## config.mk

```make
export PLATFORM = sky130hd
export DESIGN_NAME = mem_arbiter_flat
export DESIGN_NICKNAME = d
export VERILOG_FILES = /design/src/rtl/mem_arbiter_pkg.sv /design/src/rtl/mem_arbiter_if.sv /design/src/rtl/mem_arb_timeout.sv /design/src/rtl/mem_arbiter.sv /design/src/flat_wrapper.sv
export SDC_FILE = /design/constraint.sdc
export NUM_CORES = 1
export LEC_CHECK = 0
export BUFFER_PORTS_ARGS = -buffer_cell sky130_fd_sc_hd__buf_2
export CORE_AREA = 2 2 114 116
export CTS_BUF_LIST = sky130_fd_sc_hd__clkbuf_4
export CTS_CLUSTER_SIZE = 24
export DETAILED_ROUTE_END_ITERATION = 8
export DIE_AREA = 0 0 116 118
export PLACE_DENSITY_LB_ADDON = 0.08
export RECOVER_POWER = 50
export SLEW_MARGIN = 20
export SYNTH_ARGS = -nofsm -noshare
export SYNTH_HDL_FRONTEND = slang
export SYNTH_SLANG_ARGS = --single-unit
```

## constraint.sdc

```tcl
create_clock -name clk -period 1.9 [get_ports clk]
set_clock_uncertainty 0.2 [all_clocks]
set_input_delay 0.095 -clock clk [delete_from_list [all_inputs] [get_ports clk]]
set_output_delay 0.095 -clock clk [all_outputs]
set_load 0.01 [all_outputs]
```

## src/rtl/mem_arbiter_pkg.sv

```systemverilog
// rtl/mem_arbiter_pkg.sv - state encodings and constants shared by the memory arbiter
package mem_arbiter_pkg;

  typedef enum logic [1:0] {
    MEM_ARB_IDLE = 2'd0,
    MEM_ARB_INST = 2'd1,
    MEM_ARB_DATA = 2'd2,
    MEM_ARB_DONE = 2'd3
  } arb_state_e;

  // Word returned to the core when a transaction is aborted by the watchdog
  localparam logic [31:0] MEM_ARB_ERR_WORD = 32'hDEAD_BEEF;

endpackage

```

## src/rtl/mem_arbiter_if.sv

```systemverilog
// rtl/mem_arbiter_if.sv - core fetch/data ports and memory port bundled for the arbiter
interface mem_arbiter_if #(
  parameter int ADDR_WIDTH = 32,
  parameter int DATA_WIDTH = 32
);
  logic                  inst_ren;
  logic [ADDR_WIDTH-1:0] inst_addr;
  logic [DATA_WIDTH-1:0] inst_data;
  logic                  inst_stall;
  logic                  mem_ren;
  logic                  mem_wen;
  logic [ADDR_WIDTH-1:0] mem_addr;
  logic [DATA_WIDTH-1:0] mem_dout;
  logic [DATA_WIDTH-1:0] mem_din;
  logic                  mem_stall;
  logic                  ram_req;
  logic                  ram_we;
  logic [ADDR_WIDTH-1:0] ram_addr;
  logic [DATA_WIDTH-1:0] ram_wdata;
  logic [DATA_WIDTH-1:0] ram_rdata;
  logic                  ram_ack;
  logic                  bus_err;

  modport slave (
    input  inst_ren, inst_addr, mem_ren, mem_wen, mem_addr, mem_dout, ram_rdata, ram_ack,
    output inst_data, inst_stall, mem_din, mem_stall, ram_req, ram_we, ram_addr, ram_wdata,
    output bus_err
  );

  modport master (
    output inst_ren, inst_addr, mem_ren, mem_wen, mem_addr, mem_dout, ram_rdata, ram_ack,
    input  inst_data, inst_stall, mem_din, mem_stall, ram_req, ram_we, ram_addr, ram_wdata,
    input  bus_err
  );
endinterface

```

## src/rtl/mem_arb_timeout.sv

```systemverilog
// rtl/mem_arb_timeout.sv - ack watchdog: cycle counter with expiry compare at TIMEOUT
module mem_arb_timeout #(
  parameter int TIMEOUT = 255
) (
  input  logic clk,
  input  logic rst,
  input  logic clear,
  input  logic run,
  output logic expired
);
  localparam int CW = ($clog2(TIMEOUT + 1) > 8) ? $clog2(TIMEOUT + 1) : 8;

  logic [CW-1:0] cnt_q, cnt_d;

  // Count is 0 in the first outstanding cycle, so expiry after TIMEOUT cycles sits at TIMEOUT-1
  assign expired = run && (cnt_q == CW'(TIMEOUT - 1));

  always_comb begin
    cnt_d = cnt_q;
    if (clear) begin
      cnt_d = '0;
    end else if (run && !expired) begin
      cnt_d = cnt_q + CW'(1);
    end
  end

  always_ff @(posedge clk or negedge rst) begin
    if (!rst) begin
      cnt_q <= '0;
    end else begin
      cnt_q <= cnt_d;
    end
  end
endmodule

```

## src/rtl/mem_arbiter.sv

```systemverilog
// rtl/mem_arbiter.sv - fetch/data arbiter for a single-ported variable-latency memory
// Optional ack watchdog and sticky bus_err enabled by MEM_ARB_TIMEOUT_EN.
module mem_arbiter
  import mem_arbiter_pkg::*;
#(
  parameter int ADDR_WIDTH = 32,
  parameter int DATA_WIDTH = 32,
  parameter int TIMEOUT    = 255
) (
  input logic          clk,
  input logic          rst,
  mem_arbiter_if.slave bus
);
  localparam logic [DATA_WIDTH-1:0] ERR_WORD = DATA_WIDTH'(MEM_ARB_ERR_WORD);

  arb_state_e            state_q, state_d;
  logic                  gnt_data_q, gnt_data_d;
  logic                  last_data_q, last_data_d;
  logic                  ram_req_q, ram_req_d;
  logic                  ram_we_q, ram_we_d;
  logic [ADDR_WIDTH-1:0] ram_addr_q, ram_addr_d;
  logic [DATA_WIDTH-1:0] ram_wdata_q, ram_wdata_d;
  logic [DATA_WIDTH-1:0] inst_data_q, inst_data_d;
  logic [DATA_WIDTH-1:0] mem_din_q, mem_din_d;
  logic                  bus_err_q, bus_err_d;

  logic data_req, pick_data, grant, busy, tmo_expired;

  assign data_req = bus.mem_ren | bus.mem_wen;
  assign busy     = (state_q == MEM_ARB_INST) || (state_q == MEM_ARB_DATA);

`ifdef MEM_ARB_TIMEOUT_EN
  mem_arb_timeout #(.TIMEOUT(TIMEOUT)) u_timeout (
    .clk     (clk),
    .rst     (rst),
    .clear   (grant),
    .run     (busy),
    .expired (tmo_expired)
  );
`else
  logic unused_timeout;
  assign tmo_expired    = 1'b0;
  assign unused_timeout = ^{grant, busy, (TIMEOUT != 0)};
`endif

  always_comb begin
    state_d     = state_q;
    gnt_data_d  = gnt_data_q;
    last_data_d = last_data_q;
    ram_req_d   = ram_req_q;
    ram_we_d    = ram_we_q;
    ram_addr_d  = ram_addr_q;
    ram_wdata_d = ram_wdata_q;
    inst_data_d = inst_data_q;
    mem_din_d   = mem_din_q;
    bus_err_d   = bus_err_q;
    pick_data   = 1'b0;
    grant       = 1'b0;
    case (state_q)
      MEM_ARB_IDLE: begin
        if (bus.inst_ren || data_req) begin
          // Data wins a tie unless it also won the previous grant
          pick_data   = data_req && (!bus.inst_ren || !last_data_q);
          grant       = 1'b1;
          state_d     = pick_data ? MEM_ARB_DATA : MEM_ARB_INST;
          gnt_data_d  = pick_data;
          last_data_d = pick_data;
          ram_req_d   = 1'b1;
          ram_we_d    = pick_data & bus.mem_wen;
          ram_addr_d  = pick_data ? bus.mem_addr : bus.inst_addr;
          ram_wdata_d = pick_data ? bus.mem_dout : '0;
        end
      end
      MEM_ARB_INST, MEM_ARB_DATA: begin
        if (bus.ram_ack) begin
          ram_req_d = 1'b0;
          state_d   = MEM_ARB_DONE;
          if (!gnt_data_q) begin
            inst_data_d = bus.ram_rdata;
          end else if (!ram_we_q) begin
            mem_din_d = bus.ram_rdata;
          end
        end else if (tmo_expired) begin
          ram_req_d = 1'b0;
          state_d   = MEM_ARB_DONE;
          bus_err_d = 1'b1;
          if (!gnt_data_q) begin
            inst_data_d = ERR_WORD;
          end else if (!ram_we_q) begin
            mem_din_d = ERR_WORD;
          end
        end
      end
      default: begin
        state_d = MEM_ARB_IDLE;
      end
    endcase
  end

  always_ff @(posedge clk or negedge rst) begin
    if (!rst) begin
      state_q     <= MEM_ARB_IDLE;
      gnt_data_q  <= 1'b0;
      last_data_q <= 1'b0;
      ram_req_q   <= 1'b0;
      ram_we_q    <= 1'b0;
      ram_addr_q  <= '0;
      ram_wdata_q <= '0;
      inst_data_q <= '0;
      mem_din_q   <= '0;
      bus_err_q   <= 1'b0;
    end else begin
      state_q     <= state_d;
      gnt_data_q  <= gnt_data_d;
      last_data_q <= last_data_d;
      ram_req_q   <= ram_req_d;
      ram_we_q    <= ram_we_d;
      ram_addr_q  <= ram_addr_d;
      ram_wdata_q <= ram_wdata_d;
      inst_data_q <= inst_data_d;
      mem_din_q   <= mem_din_d;
      bus_err_q   <= bus_err_d;
    end
  end

  // Stalls are forced low while reset is asserted so the core sees no hold
  assign bus.inst_stall = rst & bus.inst_ren &
                          ~((state_q == MEM_ARB_DONE) & ~gnt_data_q);
  assign bus.mem_stall  = rst & data_req &
                          ~((state_q == MEM_ARB_DONE) & gnt_data_q);

  assign bus.ram_req   = ram_req_q;
  assign bus.ram_we    = ram_we_q;
  assign bus.ram_addr  = ram_addr_q;
  assign bus.ram_wdata = ram_wdata_q;
  assign bus.inst_data = inst_data_q;
  assign bus.mem_din   = mem_din_q;
  assign bus.bus_err   = bus_err_q;
endmodule

```

## src/flat_wrapper.sv

```systemverilog
// flat-port wrapper written by rule: the top's interface ports become plain ports
module mem_arbiter_flat import mem_arbiter_pkg::*;
#(
  parameter int ADDR_WIDTH = 32,
  parameter int DATA_WIDTH = 32,
  parameter int TIMEOUT    = 255
)
  (clk, rst, bus_inst_ren, bus_inst_addr, bus_mem_ren, bus_mem_wen, bus_mem_addr, bus_mem_dout, bus_ram_rdata, bus_ram_ack, bus_inst_data, bus_inst_stall, bus_mem_din, bus_mem_stall, bus_ram_req, bus_ram_we, bus_ram_addr, bus_ram_wdata, bus_bus_err);
  mem_arbiter_if #(.ADDR_WIDTH(ADDR_WIDTH), .DATA_WIDTH(DATA_WIDTH)) bus_i ();
  input logic clk;
  input logic rst;
  input wire logic [$bits(bus_i.inst_ren)-1:0] bus_inst_ren;
  input wire logic [$bits(bus_i.inst_addr)-1:0] bus_inst_addr;
  input wire logic [$bits(bus_i.mem_ren)-1:0] bus_mem_ren;
  input wire logic [$bits(bus_i.mem_wen)-1:0] bus_mem_wen;
  input wire logic [$bits(bus_i.mem_addr)-1:0] bus_mem_addr;
  input wire logic [$bits(bus_i.mem_dout)-1:0] bus_mem_dout;
  input wire logic [$bits(bus_i.ram_rdata)-1:0] bus_ram_rdata;
  input wire logic [$bits(bus_i.ram_ack)-1:0] bus_ram_ack;
  output wire logic [$bits(bus_i.inst_data)-1:0] bus_inst_data;
  output wire logic [$bits(bus_i.inst_stall)-1:0] bus_inst_stall;
  output wire logic [$bits(bus_i.mem_din)-1:0] bus_mem_din;
  output wire logic [$bits(bus_i.mem_stall)-1:0] bus_mem_stall;
  output wire logic [$bits(bus_i.ram_req)-1:0] bus_ram_req;
  output wire logic [$bits(bus_i.ram_we)-1:0] bus_ram_we;
  output wire logic [$bits(bus_i.ram_addr)-1:0] bus_ram_addr;
  output wire logic [$bits(bus_i.ram_wdata)-1:0] bus_ram_wdata;
  output wire logic [$bits(bus_i.bus_err)-1:0] bus_bus_err;
  assign bus_i.inst_ren = bus_inst_ren;
  assign bus_i.inst_addr = bus_inst_addr;
  assign bus_i.mem_ren = bus_mem_ren;
  assign bus_i.mem_wen = bus_mem_wen;
  assign bus_i.mem_addr = bus_mem_addr;
  assign bus_i.mem_dout = bus_mem_dout;
  assign bus_i.ram_rdata = bus_ram_rdata;
  assign bus_i.ram_ack = bus_ram_ack;
  assign bus_inst_data = bus_i.inst_data;
  assign bus_inst_stall = bus_i.inst_stall;
  assign bus_mem_din = bus_i.mem_din;
  assign bus_mem_stall = bus_i.mem_stall;
  assign bus_ram_req = bus_i.ram_req;
  assign bus_ram_we = bus_i.ram_we;
  assign bus_ram_addr = bus_i.ram_addr;
  assign bus_ram_wdata = bus_i.ram_wdata;
  assign bus_bus_err = bus_i.bus_err;
  mem_arbiter #(.ADDR_WIDTH(ADDR_WIDTH), .DATA_WIDTH(DATA_WIDTH), .TIMEOUT(TIMEOUT)) u_core (.clk(clk), .rst(rst), .bus(bus_i));
endmodule
```

==> impl_results.md, run 1 <==
- Initial antenna violation count: 1
- Starting Density: 0.425
- Largest net degree at the start of global routing: roughly 100
- Lkg Pwr: ~4.1 nW
- Setup TNS: 0 ns
- Overall Global Routing Usage: 0.224
- Run status: finished clean
- HPWL after detailed placement: around 9300 um
- Critical Path Slowest Stage Cell: dfrtp_1
- First drt pass iteration count: 4
- Fmax: 544 MHz
- Worst-margin pin slew: 1.26 ns
- Peak supply drop: a little under 0.8 mV
- Switching fraction of total power: 0.361
- Psw: between 4 and 5 mW
- Port Buf Inserts: 265
- Internal Pwr Total: ~8 mW
- I/O pin count: 267
- Crit path largest cell delay: just over 0.4 ns
- Die X: 116 um
- Clock transition at the registers of the reported paths: roughly 0.12 ns
- Avg Synthesized Cell Area: around 14 sq um
- Hold Slack: ~0.12 ns
- DR WL met2: 7450 um
- CTS root buf: clkbuf_4
- CP Max Fanout: 3
- Max clock buf depth: 2
- Vias post-DR: 4,616
- Global-route wire length before repair: roughly 24,000 um
- Hold WC Path Type: in2reg
- Top sig layer: met4
- EDFF count, synth: 0
- Hold Fails Final Rpt: 0
- Final min period: 1.84 ns
- Clock buffer count from CTS: 17
- Metal3 WL: around 1100 um
- Worst endpoint data arrival time: 1.54 ns
- Combinational fraction of design power: 0.439
- Fillers: ~930
- #FFs+latches synth: between 100 and 150
- Routed Antenna Nets: 0
- Max-Cap Viols: 0
- Post-route DRC violation count: 0
- Sequential fraction of the synthesis area: 0.630
- RD Place Congestion: roughly 0.82
- Initial DRC count: 260
- Yosys warns: 0
- Cell area after synthesis: about 0.0053 sq mm
- CP Launch Type: register
- Die area: between 0.01 and 0.015 sq mm
- Final setup viols: 0
- Fraction of layout cells with a size suffix above 1: 0.395
- Crit-path cells: ha_2 > inv_2 > o221a_4 > buf_6
- Seq. cell area: 0.00333 sq mm
- CTS tree: built
- Max H-tree Level: 4
- Pwr Total: ~13 mW
- Worst Path Required: ~1.6 ns
- Part of the cycle the worst path needs: 0.968
- Clock sink total: 133
- Crit path kind: reg2out
- Clk pwr share: 0.171
- Core ar.: ~0.012 sq mm
- Top delay family on crit path: flip-flops
- Worst path bufs/invs: 2
- RSZ-0062 raised after global routing: true
- Syn-to-layout area delta: 61.8%
- Rows: 41
- Post-synth ARST share: 1.00
- Nets: between 900 and 1k
- Fin. max-slew vios: 0
- Post-synth cell types: 26
- Vias in the first global route: a little under 5k
- Vias per cell: 4.73
- Clk_lat worst skew: approximately 0.52 ns
- Final std cells w/o fill: approximately 980
- Mapped Nets: between 500 and 600
- Grt ovf: 0
- Critical Path End Type: primary output
- Cells after Synth: roughly 380
- Placed insts: ~800
- Multi-input gate area: 0.00185 sq mm
- DR WL/cell: approximately 15 um
- Worst slew margin: 0.160
- Pwr/cell area: between 1000 and 1500 mW/mm^2
- Metal-1 WL: roughly 6000 um
- Final wirelength: around 15,000 um
- Synth Flop Type: dfrtp_1
- Power share of the sequential group: 0.389
- Die H: 118 um
-- worst min-delay path, delay by kind of cell --
family / cells / cell delay (ns)
AO/OA/AOI/OAI: 1 / 0.11
buffers and inverters: 2 / 0.60
-- cell usage in the layout (no fill, tap or decap), types with 4 or more instances in the layout --
cell / n
a22o_1: 33
buf_12: 6
buf_2: 197
buf_4: 8
bufinv_16: 5
clkbuf_1: 65
clkbuf_4: 17
dfrtp_1: 132
dlygate4sd3_1: 135
inv_1: 5
mux2_2: 64
mux2i_1: 32
nand2_1: 37
o21ai_0: 29
o21ai_1: 4
-- through the flow --
step / utilization / setup WS (ns) / instance area, sq um
global route: 0.688 / -0.0211 / 8540
global placement: 0.554 / 0.0803 / 6880
detailed placement: 0.554 / 0.00831 / 6880
finish: 0.688 / 0.0611 / 8540
CTS: 0.696 / 0.00277 / 8640
floorplan: - / 0.127 / 5280
-- registers in the layout, summed over array words and instances, names as in the netlist --
name                  cells
u_core.bus.inst_data     32
u_core.bus.mem_din       32
u_core.bus.ram_addr      32
u_core.bus.ram_wdata     32
u_core.state_q            2
u_core.bus.ram_req        1
u_core.bus.ram_we         1
u_core.gnt_data_q         1
-- Yosys cell counts, drive strengths merged, types with 3 or more instances --
cell type / instances / share of area
a22o: 33 / 0.055
buf: 17 / 0.021
clkbuf: 7 / 0.0050
dfrtp: 133 / 0.63
inv: 6 / 0.0043
mux2: 64 / 0.14
mux2i: 32 / 0.061
nand2: 37 / 0.026
o21ai: 33 / 0.031
o2bb2ai: 3 / 0.0050
-- layout make-up --
type / instances / area share
clock inverter: 15 / 0.0247
antenna: 1 / 0.000293
timing repair buffer: 414 / 0.326
inverter: 6 / 0.00264
sequential: 133 / 0.390
clock buffer: 17 / 0.0149
multi-input combinational: 218 / 0.216
tap: 172 / 0.0252
-- final timing paths --
| check | endpoint | start | slack [ns] | depth (start not counted) |
|---|---|---|---|---|
| min in group asynchronous | u_core.gnt_data_q | rst | 0.40 | 3 |
| worst max register to register | u_core.bus.mem_din[5] | u_core.state_q[0] | 0.09 | 5 |
| worst min register to register | u_core.bus.ram_addr[10] | u_core.bus.ram_addr[10] | 0.29 | 2 |
| max in group asynchronous | u_core.gnt_data_q | rst | 0.28 | 3 |
| worst max-delay path | bus_mem_stall | u_core.state_q[1] | 0.06 | 4 |
| worst min-delay path | u_core.bus.ram_wdata[6] | bus_mem_dout[6] | 0.12 | 3 |
-- per-layer routing --
metal,GRT usage,vias up
met1,0.263,2193
met5,0,-
li1,-,2180
met2,0.373,206
met4,0.102,0
met3,0.0669,37
-- timing repair --
| action | CTS | global route |
|---|---|---|
| buffers inserted | 2 | 1 |
| hold buffers | 136 | 0 |
| gates cloned | 0 | 0 |
| endpoints found under the hold margin | 266 | 0 |
| pin swaps | 2 | 1 |
| gates resized for setup | 8 | 0 |
| endpoints found under the setup margin | 10 | 2 |
-- logic make-up after synthesis --
family | count (synthesis) | synth area share
simple gates | 43 | 0.0341
other cells | 1 | 0.000710
buf+inv | 30 | 0.0299
flops | 133 | 0.630
compound gates | 76 | 0.103
mux | 96 | 0.197
fa+ha+maj | 2 | 0.00474
-- power groups by stage --
stage | Clock (mW) | Sequential [mW] | Combinational (mW)
2_1_floorplan | 0 | 5.57 | 2.52
3_3_place_gp | 0 | 4.95 | 5.33
3_5_place_dp | 0 | 4.94 | 5.48
4_1_cts | 2.25 | 4.91 | 5.78
5_1_grt | 2.34 | 5.11 | 6.07
6_report | 2.17 | 4.94 | 5.58
No activity file was read; power rests on OpenSTA's default activity.
==> inputs of run 2 (changes only) <==
==> constraint.sdc (replaced) <==
create_clock -name clk -period 1.6 [get_ports clk]
set_clock_uncertainty 0.2 [all_clocks]
set_input_delay 0.08 -clock clk [delete_from_list [all_inputs] [get_ports clk]]
set_output_delay 0.08 -clock clk [all_outputs]
set_load 0.01 [all_outputs]
==> run 2 against run 1 <==
Effect of this change: worst setup slack worse by 0.35 ns; die area unchanged; sequential power up 20%; critical endpoint is now u_core.bus.mem_din[27]; combinational power increased by 48%; count of clock-buffer cells in the layout rose by 1; the flow now finishes with violations (setup timing); critical path depth rose by 3; global-route usage rose by 0.43 points.
==> impl_results.md, run 2 (same netlist as run 1, synthesis figures left out) <==
- Nets: 957
- Die H: 118 um
- Switching fraction of total power: 0.364
- Starting Density: 0.425
- Fmax: between 500 and 600 MHz
- Multi-input gate area: just under 0.002 sq mm
- Fin. max-slew vios: 0
- Hold EP: u_core.bus.ram_wdata[7]
- R2R Path End: u_core.bus.mem_din[27]
- Internal Pwr Total: 10.6 mW
- Worst endpoint data arrival time: about 2.1 ns
- Worst Hold Launch: bus_mem_dout[7]
- Post-route DRC violation count: 0
- Critical Path Slowest Stage Cell: dfrtp_1
- Peak supply drop: around 0.9 mV
- Failing checks: setup timing
- DR WL/cell: 17.0 um
- Worst Path Required: around 1.8 ns
- Worst path bufs/invs: 4
- CP Launch Type: register
- I/O pin count: between 200 and 300
- Fraction of layout cells with a size suffix above 1: 0.412
- HPWL after detailed placement: 9670 um
- Reg2Reg Launch Point: u_core.state_q[1]
- Seq. cell area: 0.00333 sq mm
- Final min period: ~1.9 ns
- Core ar.: 0.0124 sq mm
- Vias post-DR: 4,870
- Initial DRC count: approximately 250
- Initial antenna violation count: 0
- Vias in the first global route: around 4.9k
- Max-Cap Viols: 0
- Lkg Pwr: roughly 4.4 nW
- Vias per cell: slightly below 5
- Commonest non-fill, non-tap cell in the layout: buf_2
- Overall Global Routing Usage: 0.228
- Final wirelength: 17,100 um
- Clock transition at the registers of the reported paths: approximately 0.11 ns
- Diode count: 0
- Port Buf Inserts: roughly 270
- Run status: complete, but fails checks
- Clock sink total: between 100 and 150
- Hold Path Stages: 3
- CP Max Fanout: 8
- Final setup viols: between 100 and 150
- Worst slew margin: 0.495
- Die X: about 120 um
- CTS tree: built
- Psw: slightly above 6 mW
- Crit path kind: reg2reg
- Largest net degree at the start of global routing: 54
- CTS root buf: clkbuf_4
- Top delay family on crit path: buffers and inverters
- Hold Fails Final Rpt: 0
- Die area: ~0.014 sq mm
- Part of the cycle the worst path needs: 1.18
- Crit path largest cell delay: 0.42 ns
- Clk pwr share: 0.149
- R2r worst-path depth: 7
- Hold WC Path Type: in2reg
- Syn-to-layout area delta: 72.4%
- RSZ-0062 raised after global routing: true
- Routed Antenna Nets: 0
- Clock buffer count from CTS: 17
- RD Place Congestion: approximately 0.75
- Hold Slack: roughly 0.090 ns
- First drt pass iteration count: 4
- Combinational fraction of design power: 0.495
- Most frequent cells in the layout: 186 x buf_2, 134 x dlygate4sd3_1, 132 x dfrtp_1
- Final worst slack: -0.288 ns
- Grt ovf: 0
- Critical Path End Type: register
- Pwr/cell area: ~1800 mW/mm^2
- Clk_lat worst skew: 0.52 ns
- Reg2Reg Setup Slack: -0.29 ns
- Worst-margin pin slew: around 0.76 ns
- Rows: roughly 40
- Max H-tree Level: 4
- Final design utilization: 0.733
- Crit-path cells: buf_4 > inv_2 > ha_4 > nand4b_1 > buf_6 > clkbuf_16 > mux2_2
- Power share of the sequential group: 0.356
- Fillers: a little under 900
- Global-route wire length before repair: 24,100 um
- Max clock buf depth: 2
run 2: cell types whose count changed in the layout (fill, tap and decap cells not counted), moves of 11 or more:
cell,previous run,this run
buf_6,2,18
o21ai_1,4,22
mux2_4,0,18
o21ai_0,29,8
buf_2,197,186
clkbuf_1,65,78
mux2_2,64,46
run 2: tightest hold or removal path, delay by kind of cell:
kind / cells / cell delay (ns)
AOI/OAI and AO/OA: 1 / 0.11
buffers and inverters: 2 / 0.60
run 2: metal layers:
layer / share of wire / wire length (um) / global-route usage
met4: 0.022 / 369 / 0.0990
met5: 0 / 0 / 0
met1: 0.40 / 6850 / 0.262
met3: 0.068 / 1160 / 0.0716
met2: 0.51 / 8730 / 0.387
run 2: worst max-delay path by stage:
stage                                  from                     end  slack, ns  depth (start not counted)
final                     u_core.state_q[1]  u_core.bus.mem_din[27]      -0.29                          7
after global routing      u_core.state_q[1]           bus_mem_stall      -0.38                          5
after CTS                 u_core.state_q[0]           bus_mem_stall      -0.31                          5
after detailed placement  u_core.state_q[0]  u_core.bus.mem_din[16]      -0.15                          5
after global placement    u_core.state_q[0]  u_core.bus.mem_din[17]      -0.09                          5
after floorplan           u_core.state_q[0]  u_core.bus.mem_din[10]      -0.11                          5
run 2: final cells by class:
type / instances / share of cell area
clock buffer: 18 / 0.0148
sequential: 133 / 0.366
timing repair buffer: 443 / 0.356
inverter: 6 / 0.00275
clock inverter: 13 / 0.0201
multi-input combinational: 220 / 0.217
tap: 172 / 0.0236
run 2: power by group through the flow:
stage / Combinational, mW / Sequential (mW) / Clock (mW)
final: 8.28 / 5.95 / 2.49
after global routing: 8.91 / 6.12 / 2.71
after CTS: 7.36 / 5.86 / 2.56
after detailed placement: 6.67 / 5.90 / 0
after global placement: 6.47 / 5.87 / 0
after floorplan: 3.10 / 6.62 / 0
run 2: what timing repair did:
action,4_1_cts,5_1_grt
setup buffers,4,5
gates cloned,4,16
hold buffers,134,0
endpoints found under the hold margin,266,0
pin swaps,14,4
setup endpoints to repair,99,180
resized for setup,27,49
run 2: per-stage QoR:
| stage | instances | setup WS [ns] | cell area [sq um] | total power [mW] | TNS, ns |
|---|---|---|---|---|---|
| final | 1005 | -0.288 | 9100 | 16.7 | -22.92 |
| after global routing | 1005 | -0.382 | 9100 | 17.7 | -38.39 |
| after CTS | 984 | -0.312 | 8790 | 15.8 | -19.55 |
| after detailed placement | 811 | -0.146 | 6960 | 12.6 | -7.82 |
| after global placement | 811 | -0.0886 | 6960 | 12.3 | -5.23 |
| after floorplan | 381 | -0.108 | 5330 | 9.72 | -4.80 |
==> inputs of run 3 (changes only) <==
--- a/config.mk
+++ b/config.mk
@@ -5,12 +5,14 @@
 export SDC_FILE = /design/constraint.sdc
 export NUM_CORES = 1
 export LEC_CHECK = 0
-export BUFFER_PORTS_ARGS = -buffer_cell sky130_fd_sc_hd__buf_2
-export CORE_AREA = 2 2 114 116
+export ABC_AREA = 1
+export BUFFER_PORTS_ARGS = -buffer_cell sky130_fd_sc_hd__buf_4
+export CAP_MARGIN = 25
+export CORE_AREA = 2 2 117 119
 export CTS_BUF_LIST = sky130_fd_sc_hd__clkbuf_4
 export CTS_CLUSTER_SIZE = 24
 export DETAILED_ROUTE_END_ITERATION = 8
-export DIE_AREA = 0 0 116 118
+export DIE_AREA = 0 0 119 121
 export PLACE_DENSITY_LB_ADDON = 0.08
 export RECOVER_POWER = 50
 export SLEW_MARGIN = 20
==> run 3 against run 2 <==
Effect of this change: the flow still finishes with violations (setup timing); via count grew 32%; critical path depth shrank 3; synthesized area grew 5.7%; combinational power grew 27%; largest cell class is now buffers.
==> impl_results.md, run 3 <==
- Post-route DRC violation count: 0
- Clock transition at the registers of the reported paths: between 0.1 and 0.15 ns
- Critical Path End Type: primary output
- Max-Cap Viols: 0
- Post-route cell area: roughly 0.010 sq mm
- HPWL after detailed placement: 11,100 um
- Initial antenna violation count: 1
- Commonest non-fill, non-tap cell in the layout: nand2_1
- #FFs+latches synth: around 130
- Hold WC Path Type: in2reg
- Rows: 42
- Post-synth ARST share: 1.00
- Port Buf Inserts: roughly 270
- I/O pin count: between 200 and 300
- Final worst slack: -0.274 ns
- Vias in the first global route: 6,617
- Die H: between 100 and 150 um
- Fin. max-slew vios: 0
- Starting Density: 0.427
- Yosys warns: 0
- Die X: 119 um
- Die area: roughly 0.014 sq mm
- Top cells by area, synth: dfrtp_1 60%, nand2_1 16%, o21ai_0 7.2%
- Syn-to-layout area delta: 87.7%
- Nets: 1,246
- Reg2Reg Launch Point: u_core.state_q[0]
- Final setup viols: 135
- Crit path kind: reg2out
- Top delay family on crit path: flip-flops
- Worst endpoint data arrival time: 1.59 ns
- Post-synth cell types: 17
- Clock sink total: approximately 130
- Routed Antenna Nets: 0
- Worst Path Required: about 1.3 ns
- Worst-margin pin slew: around 0.57 ns
- Synth area leader: dfrtp_1
- Failing checks: setup timing
- Mapped Nets: 802
- Final wirelength: 22,100 um
- Overall Global Routing Usage: 0.289
- RD Place Congestion: around 0.77
- Lkg Pwr: about 5.4 nW
- Run status: complete, but fails checks
- Cells after Synth: roughly 670
- Crit-path cells: buf_6 > ha_4 > a211oi_2 > buf_4
- CTS root buf: clkbuf_4
- Sequential fraction of the synthesis area: 0.596
- Avg Synthesized Cell Area: about 8.4 sq um
- Crit path largest cell delay: roughly 0.42 ns
- Part of the cycle the worst path needs: 1.17
- Grt ovf: 0
- EDFF count, synth: 0
- RSZ-0062 raised after global routing: true
- Synth top cells by count: 245 x nand2_1, 133 x dfrtp_1, 80 x o21ai_0, 74 x inv_1, 35 x nand3_1
- Fmax: approximately 530 MHz
- CP Launch Type: register
- Pwr/cell area: around 1800 mW/mm^2
- Pwr Total: about 19 mW
- CTS tree: built
- Fillers: roughly 830
- Critical Path Slowest Stage Cell: dfrtp_1
- Initial DRC count: ~330
- Synth Flop Type: dfrtp_1
- Top cell type's share of synthesized area: 0.596
- Peak supply drop: around 0.9 mV
- Clk_lat worst skew: approximately 0.53 ns
- CP Max Fanout: 3
- Clock buffer count from CTS: 17
- Vias post-DR: roughly 6.4k
- Most frequent cells in the layout: 227 x nand2_1, 210 x buf_4, 134 x dlygate4sd3_1
- Worst slew margin: 0.618
- Final min period: approximately 1.9 ns
- Fraction of layout cells with a size suffix above 1: 0.306
- Largest net degree at the start of global routing: 78
- Dpl cell area: between 0.007 and 0.008 sq mm
- Max H-tree Level: 4
- Most frequent cell after synthesis: nand2_1
- Hold Fails Final Rpt: 0
- Max clock buf depth: 2
- Worst Hold Launch: bus_mem_dout[19]
- Vias per cell: ~5
- First drt pass iteration count: 8
- Global-route wire length before repair: about 32,000 um
- Worst Setup SP: u_core.state_q[0]
- Core ar.: ~0.013 sq mm
- Cell area after synthesis: 0.00558 sq mm
- DR WL/cell: 17.0 um
- Worst path bufs/invs: 2
run 3: changes by cell type in the layout (fill, tap and decap cells not counted), sizes merged, moves of 28 or more:
cell and change:
nand2 +209, inv +70, o21ai +65, mux2 -64
nor2 +35, a22o -33, nand3 +33, mux2i -32
buf +28
run 3: cell type report:
class                   count  area (sq um)  share of cell area
repair buffers            461          4230               0.404
flip-flops and latches    133          3330               0.318
multi-input cells         422          2030               0.194
inverters                  75           299              0.0285
clock inverters            15           233              0.0222
well taps                 176           220              0.0210
clock buffers              17           128              0.0122
diodes                      1          2.50            0.000239
run 3: kinds of logic (layout without fill, tap and decap cells):
family,count (synthesis),after routing,synth area share
buffers and inverters,112,568,0.0823
AO/OA/AOI/OAI,101,101,0.0939
adder cells (fa/ha/maj),2,2,0.00448
other,1,2,0.000672
AND/OR/NAND/NOR,317,318,0.222
flip-flops,133,133,0.596
run 3: power breakdown:
group	internal (mW)	total, mW	switching (mW)	leakage, nW
clock	1.54	2.83	1.29	0.191
combinational	5.14	10.5	5.34	3.58
sequential	4.92	5.89	0.968	1.67
total	11.6	19.2	7.60	5.43
run 3: worst paths after layout:
kind | cells past startpoint | to | slack (ns)
max | 4 | bus_inst_stall | -0.27
min in group asynchronous | 4 | u_core.bus.mem_din[31] | 0.70
max in group asynchronous | 4 | u_core.bus.inst_data[20] | 0.06
min reg2reg | 2 | u_core.bus.ram_wdata[17] | 0.28
min | 4 | u_core.bus.ram_wdata[19] | 0.12
max reg2reg | 10 | u_core.bus.inst_data[0] | -0.24
run 3: layer usage:
metal	vias to the layer above	wire, um	GRT usage
met5	-	0	0
li1	2962	-	-
met3	87	1380	0.0695
met4	0	1110	0.176
met1	3015	8230	0.314
met2	352	11400	0.511
run 3: per-stage QoR:
stage	TNS, ns	setup WS [ns]	cells	hold WS [ns]	util
finish	-17.58	-0.274	1300	0.118	0.801
global route	-25.12	-0.355	1300	0.0847	0.801
CTS	-11.61	-0.306	1282	0.0705	0.786
detailed placement	-0.269	-0.0296	1089	-0.0668	0.603
global placement	0	0.0242	1089	-0.0704	0.603
floorplan	-1.31	-0.0565	666	-0.416	-
run 3: worst register-to-register path, cell delays in order, from the launching register on:
cell,delay [ns]
dfrtp_1,0.40
buf_4,0.14
inv_4,0.03
ha_4,0.27
nand2_4,0.07
inv_8,0.09
nand2_8,0.14
buf_12,0.18
buf_16,0.13
nand2_1,0.05
o21ai_1,0.05
run 3: timing repair:
| item | CTS | global route |
|---|---|---|
| gates cloned | 16 | 13 |
| hold buffers | 134 | 0 |
| resized for setup | 92 | 69 |
| setup buffers | 11 | 6 |
| pin swaps | 4 | 5 |
| endpoints found under the setup margin | 62 | 135 |
| hold endpoints to repair | 266 | 0 |
